==> src/rtl/sdram_init_monitor_pkg.sv <==
// Shared constants for the SDRAM power-up sequence monitor: command nibbles,
// FSM phase encodings, violation codes and the decoded mode-word layout.
package sdram_init_monitor_pkg;

  localparam logic [3:0] CMD_NOP       = 4'b0111;
  localparam logic [3:0] CMD_PRECHARGE = 4'b0010;
  localparam logic [3:0] CMD_AUTOREF   = 4'b0001;
  localparam logic [3:0] CMD_MRS       = 4'b0000;
  localparam logic [3:0] CMD_ACTIVE    = 4'b0011;
  localparam logic [3:0] CMD_READ      = 4'b0101;
  localparam logic [3:0] CMD_WRITE     = 4'b0100;
  localparam logic [3:0] CMD_BST       = 4'b0110;

  localparam logic [3:0] MPWR   = 4'd0;
  localparam logic [3:0] MTRP   = 4'd1;
  localparam logic [3:0] MRFC1  = 4'd2;
  localparam logic [3:0] MRFC2  = 4'd3;
  localparam logic [3:0] MTMRD  = 4'd4;
  localparam logic [3:0] MREADY = 4'd5;
  localparam logic [3:0] MERR   = 4'd6;

  localparam logic [2:0] ERR_NONE      = 3'd0;
  localparam logic [2:0] ERR_PREMATURE = 3'd1;
  localparam logic [2:0] ERR_WRONG_CMD = 3'd2;
  localparam logic [2:0] ERR_TRP       = 3'd3;
  localparam logic [2:0] ERR_TRFC      = 3'd4;
  localparam logic [2:0] ERR_MODE      = 3'd5;
  localparam logic [2:0] ERR_TMRD      = 3'd6;

  typedef struct packed {
    logic [2:0] burstLen;
    logic       burstType;
    logic [2:0] casLat;
  } modeFields_t;

  function automatic int ceilDiv(input int num, input int den);
    return (num + den - 1) / den;
  endfunction

endpackage

==> src/rtl/sdram_mode_check.sv <==
// Splits a mode-register word into its fields and flags whether the
// burst length, CAS latency and reserved bits form a supported mode.
module sdram_mode_check
  import sdram_init_monitor_pkg::*;
(
  input  logic [8:0]  i_mode,
  output logic        o_legal,
  output modeFields_t o_fields
);

  logic w_blOk;
  logic w_clOk;
  logic w_reservedOk;

  assign w_blOk       = i_mode[2:0] inside {3'b000, 3'b001, 3'b010, 3'b011, 3'b111};
  assign w_clOk       = i_mode[6:4] inside {3'b010, 3'b011};
  assign w_reservedOk = (i_mode[8:7] == 2'b00);

  assign o_legal           = w_blOk && w_clOk && w_reservedOk;
  assign o_fields.burstLen  = i_mode[2:0];
  assign o_fields.burstType = i_mode[3];
  assign o_fields.casLat    = i_mode[6:4];

endmodule

==> src/rtl/sdram_init_monitor.sv <==
// Passive checker for the SDRAM power-up sequence: decodes each sampled
// command, enforces ordering and spacing, latches the mode word, flags the first violation.
module sdram_init_monitor
  import sdram_init_monitor_pkg::*;
#(
  parameter int  SDRAMMHZ  = 100,
  parameter int  SDRAMLINE = 2048,
  localparam int AW        = $clog2(SDRAMLINE)
) (
  input  logic          Clk,
  input  logic          Rest,
  input  logic [3:0]    SdramCmd,
  input  logic [AW-1:0] SdramMode,
  output logic          DevReady,
  output logic [2:0]    ModeBurstLen,
  output logic          ModeBurstType,
  output logic [2:0]    ModeCasLat,
  output logic          InitErr,
  output logic [2:0]    ErrCode,
  output logic [3:0]    InitPhase
);

  localparam int NSPRESEC  = ceilDiv(1000, SDRAMMHZ);
  localparam int CYCNUMST  = ceilDiv(200, NSPRESEC);
  localparam int CYCNUMRP  = ceilDiv(20, NSPRESEC);
  localparam int CYCNUMRFC = ceilDiv(70, NSPRESEC);
  localparam int CYCNUMMRD = 2;

  localparam logic [8:0] LIM_ST  = 9'(CYCNUMST);
  localparam logic [8:0] LIM_RP  = 9'(CYCNUMRP);
  localparam logic [8:0] LIM_RFC = 9'(CYCNUMRFC);
  localparam logic [8:0] LIM_MRD = 9'(CYCNUMMRD);

  logic [3:0]    r_state;
  logic [7:0]    r_gap;
  logic          r_devReady;
  logic          r_initErr;
  logic [2:0]    r_errCode;
  modeFields_t   r_mode;

  logic [3:0]    w_nextState;
  logic          w_err;
  logic [2:0]    w_errCode;
  logic          w_loadMode;
  logic          w_isNop;
  logic          w_a10;
  logic [8:0]    w_gap;
  logic [8:0]    w_spacing;
  logic          w_modeLegal;
  modeFields_t   w_modeFields;
  logic [AW-1:0] w_unusedAddr;

  // Deselect (CS_n high) is indistinguishable from NOP for sequencing purposes.
  assign w_isNop      = SdramCmd[3] || (SdramCmd == CMD_NOP);
  assign w_a10        = SdramMode[10];
  assign w_gap        = {1'b0, r_gap};
  assign w_spacing    = w_gap + 9'd1;
  assign w_unusedAddr = SdramMode;

  sdram_mode_check u_modeCheck (
    .i_mode   (SdramMode[8:0]),
    .o_legal  (w_modeLegal),
    .o_fields (w_modeFields)
  );

  always_comb begin
    w_nextState = r_state;
    w_err       = 1'b0;
    w_errCode   = ERR_NONE;
    w_loadMode  = 1'b0;
    case (r_state)
      MPWR: begin
        if (!w_isNop) begin
          if (SdramCmd == CMD_PRECHARGE && w_a10) begin
            if (w_gap >= LIM_ST) w_nextState = MTRP;
            else begin w_err = 1'b1; w_errCode = ERR_PREMATURE; end
          end else begin
            w_err = 1'b1; w_errCode = ERR_WRONG_CMD;
          end
        end
      end
      MTRP: begin
        if (!w_isNop) begin
          if (SdramCmd == CMD_AUTOREF) begin
            if (w_spacing >= LIM_RP) w_nextState = MRFC1;
            else begin w_err = 1'b1; w_errCode = ERR_TRP; end
          end else begin
            w_err = 1'b1; w_errCode = ERR_WRONG_CMD;
          end
        end
      end
      MRFC1: begin
        if (!w_isNop) begin
          if (SdramCmd == CMD_AUTOREF) begin
            if (w_spacing >= LIM_RFC) w_nextState = MRFC2;
            else begin w_err = 1'b1; w_errCode = ERR_TRFC; end
          end else begin
            w_err = 1'b1; w_errCode = ERR_WRONG_CMD;
          end
        end
      end
      // Refresh spacing is judged before mode legality when both are wrong.
      MRFC2: begin
        if (!w_isNop) begin
          if (SdramCmd == CMD_MRS) begin
            if (w_spacing < LIM_RFC) begin
              w_err = 1'b1; w_errCode = ERR_TRFC;
            end else if (!w_modeLegal) begin
              w_err = 1'b1; w_errCode = ERR_MODE;
            end else begin
              w_nextState = MTMRD;
              w_loadMode  = 1'b1;
            end
          end else begin
            w_err = 1'b1; w_errCode = ERR_WRONG_CMD;
          end
        end
      end
      MTMRD: begin
        if (!w_isNop) begin
          w_err = 1'b1; w_errCode = ERR_TMRD;
        end else if (w_spacing >= LIM_MRD) begin
          w_nextState = MREADY;
        end
      end
      MREADY: begin
        if (!w_isNop && SdramCmd == CMD_MRS && w_modeLegal) begin
          w_nextState = MTMRD;
          w_loadMode  = 1'b1;
        end
      end
      MERR:    w_nextState = MERR;
      default: w_nextState = MERR;
    endcase
    if (w_err) w_nextState = MERR;
  end

  // Gap counts NOP edges since the last command and doubles as the tMRD timer.
  always_ff @(posedge Clk or negedge Rest) begin
    if (!Rest) begin
      r_state    <= MPWR;
      r_gap      <= 8'd0;
      r_devReady <= 1'b0;
      r_initErr  <= 1'b0;
      r_errCode  <= ERR_NONE;
      r_mode     <= '0;
    end else begin
      r_state    <= w_nextState;
      r_gap      <= w_isNop ? ((r_gap == 8'hFF) ? r_gap : r_gap + 8'd1) : 8'd0;
      r_devReady <= (w_nextState == MREADY);
      if (w_err) begin
        r_initErr <= 1'b1;
        r_errCode <= w_errCode;
      end
      if (w_loadMode) r_mode <= w_modeFields;
    end
  end

  assign DevReady      = r_devReady;
  assign ModeBurstLen  = r_mode.burstLen;
  assign ModeBurstType = r_mode.burstType;
  assign ModeCasLat    = r_mode.casLat;
  assign InitErr       = r_initErr;
  assign ErrCode       = r_errCode;
  assign InitPhase     = r_state;

endmodule
==> config.mk <==
export PLATFORM = sky130hd
export DESIGN_NAME = sdram_init_monitor
export DESIGN_NICKNAME = d
export VERILOG_FILES = /design/src/rtl/sdram_init_monitor_pkg.sv /design/src/rtl/sdram_mode_check.sv /design/src/rtl/sdram_init_monitor.sv
export SDC_FILE = /design/constraint.sdc
export NUM_CORES = 1
export LEC_CHECK = 0
export ABC_AREA = 0
export CAP_MARGIN = 20
export CORE_UTILIZATION = 65
export DETAILED_ROUTE_END_ITERATION = 8
export DONT_BUFFER_PORTS = 1
export PLACE_DENSITY = 0.86
export SLEW_MARGIN = 20
export SYNTH_ARGS = -nofsm -noshare
export SYNTH_HDL_FRONTEND = slang
export SYNTH_SLANG_ARGS = --single-unit
==> constraint.sdc <==
create_clock -name Clk -period 5.4 [get_ports Clk]
set_input_delay 0.54 -clock Clk [delete_from_list [all_inputs] [get_ports Clk]]
set_output_delay 0.54 -clock Clk [all_outputs]
set_load 0.05 [all_outputs]
==> results.yml <==
pwr:
  ir_drop_mv: 0.228
  power.density_nw_per_um2: 234
  leakage_uw: 0.000690
  finalPower_uw: 395
global_route:
  track_usage_pct: 27.5
  grt_max_degree: 25
  grt_pass1_vias: 1251
  overflow: 0
  grt_pass1_wl_um: 5500
  antenna_found_initial: 0
drt:
  wl_um: 3410
  wire_per_inst_um: 17.6
  ant_nets: 0
  dr.pass1.iters: 4
  drc: 0
  routed_via_density: 6.79
  drt_iter0_drc: 47
  num_vias: 1318
floorplan:
  ios: 33
  rows: 17
  die_y_um: 52.5
  die_area_sq_um: 2760
  initial_core_util_pct: 72.2
  die-width_um: 52.5
  core-area_sq_um: 2300
timing:
  post-route-period-util_pct: 50.9
  fin_skew_ns: 0.00877
  fin_tns_setup_ns: 0
  slew_headroom_pct: 28.6
  rsz0062_at_grt: "no"
  drv_slew: 0
  final.min_clock_period_ns: 2.75
  hold_viol: 0
  tightestPinTransition_ns: 1.06
  fmax_mhz: 364
  setup-violations-final: 0
synthesis:
  synthTopCellsByCount: "dfrtp_1 (24), nand2_1 (12), nor2_1 (11), a21oi_1 (10), inv_1 (7)"
  yosys-top-cells-area: "dfrtp_1 (36%), mux2_4 (4.5%), a21oi_1 (3.0%)"
  synth-edff-count: 0
  syn_inst: 170
  ys_async_sr_fraction_pct: 100
  yosysSeqAreaShare_pct: 36.2
  syn_area_per_cell_sq_um: 9.75
  syn-num-nets: 191
  synth_ff_type: "dfrtp_1"
  yosysTopAreaCellShare_pct: 36.2
  synth.most_common_cell: "dfrtp_1"
  yosysTopAreaCell: "dfrtp_1"
  ys_warn_count: 0
  netlist_area_sq_um: 1660
  synth.ff_latch_count: 24
  synth_cell_type_count: 64
cts:
  path_clk_slew_ns: 0.14
  clk_path_buf_depth: 2
  post_cts_resized: 0
  htreeDepth: 1
  cts_sinks: 24
  cts_buffers: 3
  post_cts_hold_buffer_count: 1
  root_buffer: "clkbuf_4"
  post-cts-setup-buffers: 0
  insertion_delay_ns: 0.32
  tritoncts: "built"
final_layout:
  antenna_cells: 0
  syn_to_final_growth_pct: 1.59
  nets: 188
  drive_gt1_share_pct: 18.7
setup_path:
  cpMaxStageDelayCell: "dfrtp_1"
  cp.required_ns: 5.61
  path_class: "flop to flop"
  cp_cell_sequence: "ha_1, and4_1, o21ai_0, a2bb2oi_2, a21oi_1, o21ai_2, mux2_1"
  reg2reg_slack_ns: 2.65
  cp-start-kind: "flop"
  slowest_delay_ns: 0.56
  critPathMaxFanout: 11
  arrival_ns: 2.96
  critical_path.endpoint_type: "flop"
hold_path:
  hp-class: "input port to asynchronous set/reset pin"
placement:
  place_congestion: 0.831
  port_buffers: 0
  hpwlAfterDp_um: 2390
flow_run:
  drv_cap: 0
status:
  outcome: "complete, no violations"
-- worst paths after layout --
path	startpoint	end	cells past startpoint
hold / removal	Rest	r_gap[6]$_DFFE_PN0P_	1
setup reg to reg	r_gap[0]$_DFFE_PN0P_	ErrCode[0]$_DFFE_PN0P_	7
setup / recovery	r_gap[0]$_DFFE_PN0P_	ErrCode[0]$_DFFE_PN0P_	7
max in group asynchronous	Rest	ModeBurstLen[0]$_DFFE_PN0P_	1
hold reg to reg	r_gap[7]$_DFFE_PN0P_	r_gap[7]$_DFFE_PN0P_	1
min in group Clk	SdramMode[3]	ModeBurstType$_DFFE_PN0P_	1
-- state kept, by name, summed over array words and instances, names as in the netlist --
register,flops
DevReady,1
InitErr,1
r_gap,8
ModeCasLat,3
ModeBurstType,1
InitPhase,4
ModeBurstLen,3
ErrCode,3
-- cell usage in the layout, fill, tap and decap left out, types with 2 or more instances in the layout --
cell type / n
and4_1: 2
nand4_1: 5
a311o_1: 2
mux2_4: 5
a21oi_1: 10
and2b_2: 2
a211oi_1: 4
inv_1: 7
nor2_1: 11
nand2b_1: 2
dfrtp_1: 24
clkbuf_4: 3
o21ai_0: 6
a31oi_1: 2
xnor2_1: 3
xor2_1: 2
or2_2: 3
nand2_1: 12
nor3_1: 4
nand3_1: 6
a21o_1: 2
a22oi_1: 2
nor2b_1: 3
ha_1: 4
o31ai_1: 2
-- through the flow --
| step | setup slack [ns] | util [%] | std cells | hold WS, ns | area [sq um] |
|---|---|---|---|---|---|
| floorplan | 3.08 | - | 170 | 0.244 | 1660 |
| global placement | 2.65 | 70.5 | 189 | 0.245 | 1620 |
| detailed placement | 2.72 | 70.8 | 189 | 0.245 | 1630 |
| CTS | 2.68 | 73.5 | 194 | 0.355 | 1690 |
| global route | 2.45 | 73.3 | 194 | 0.194 | 1680 |
| finish | 2.65 | 73.3 | 194 | 0.163 | 1680 |
-- worst max-delay path: cells and delay by family, from the launching register on --
| kind | cells | cell delay (ns) |
|---|---|---|
| simple gates | 1 | 0.29 |
| compound gates | 4 | 1.12 |
| fa+ha+maj | 1 | 0.32 |
| mux | 1 | 0.35 |
| flops | 1 | 0.56 |
-- cells by family after synthesis --
family | after synthesis | synth area share, %
other cells | 1 | 0.226
xor+xnor | 5 | 2.64
buf+inv | 16 | 5.96
compound gates | 47 | 23.2
flops | 24 | 36.2
simple gates | 67 | 23.5
mux | 6 | 5.21
fa+ha+maj | 4 | 3.02
-- area by class of cell --
cell class	instances	area, sq um
clock buffers	3	22.5
clock inverters	1	30.0
fillers	159	613
inverters	7	26.3
multi-input cells	130	965
flip-flops and latches	24	601
well taps	28	35.0
repair buffers	1	5.00
-- power breakdown --
part           leakage, uW  total, uW  switching [uW]  internal (uW)
sequential        0.000312        213            26.1            187
clock            0.0000279        130            55.4           75.1
combinational     0.000350       51.4            31.9           19.5
total             0.000690        395             113            281
-- layer usage --
layer / up-vias / global-route usage, % / share of wire [%]
met4: 0 / 9.21 / 1.6
met3: 9 / 4.06 / 6.4
li1: 611 / - / -
met2: 54 / 41.1 / 48
met1: 644 / 40.4 / 44
met5: - / 0 / 0
(Power assumes the default switching activity.)
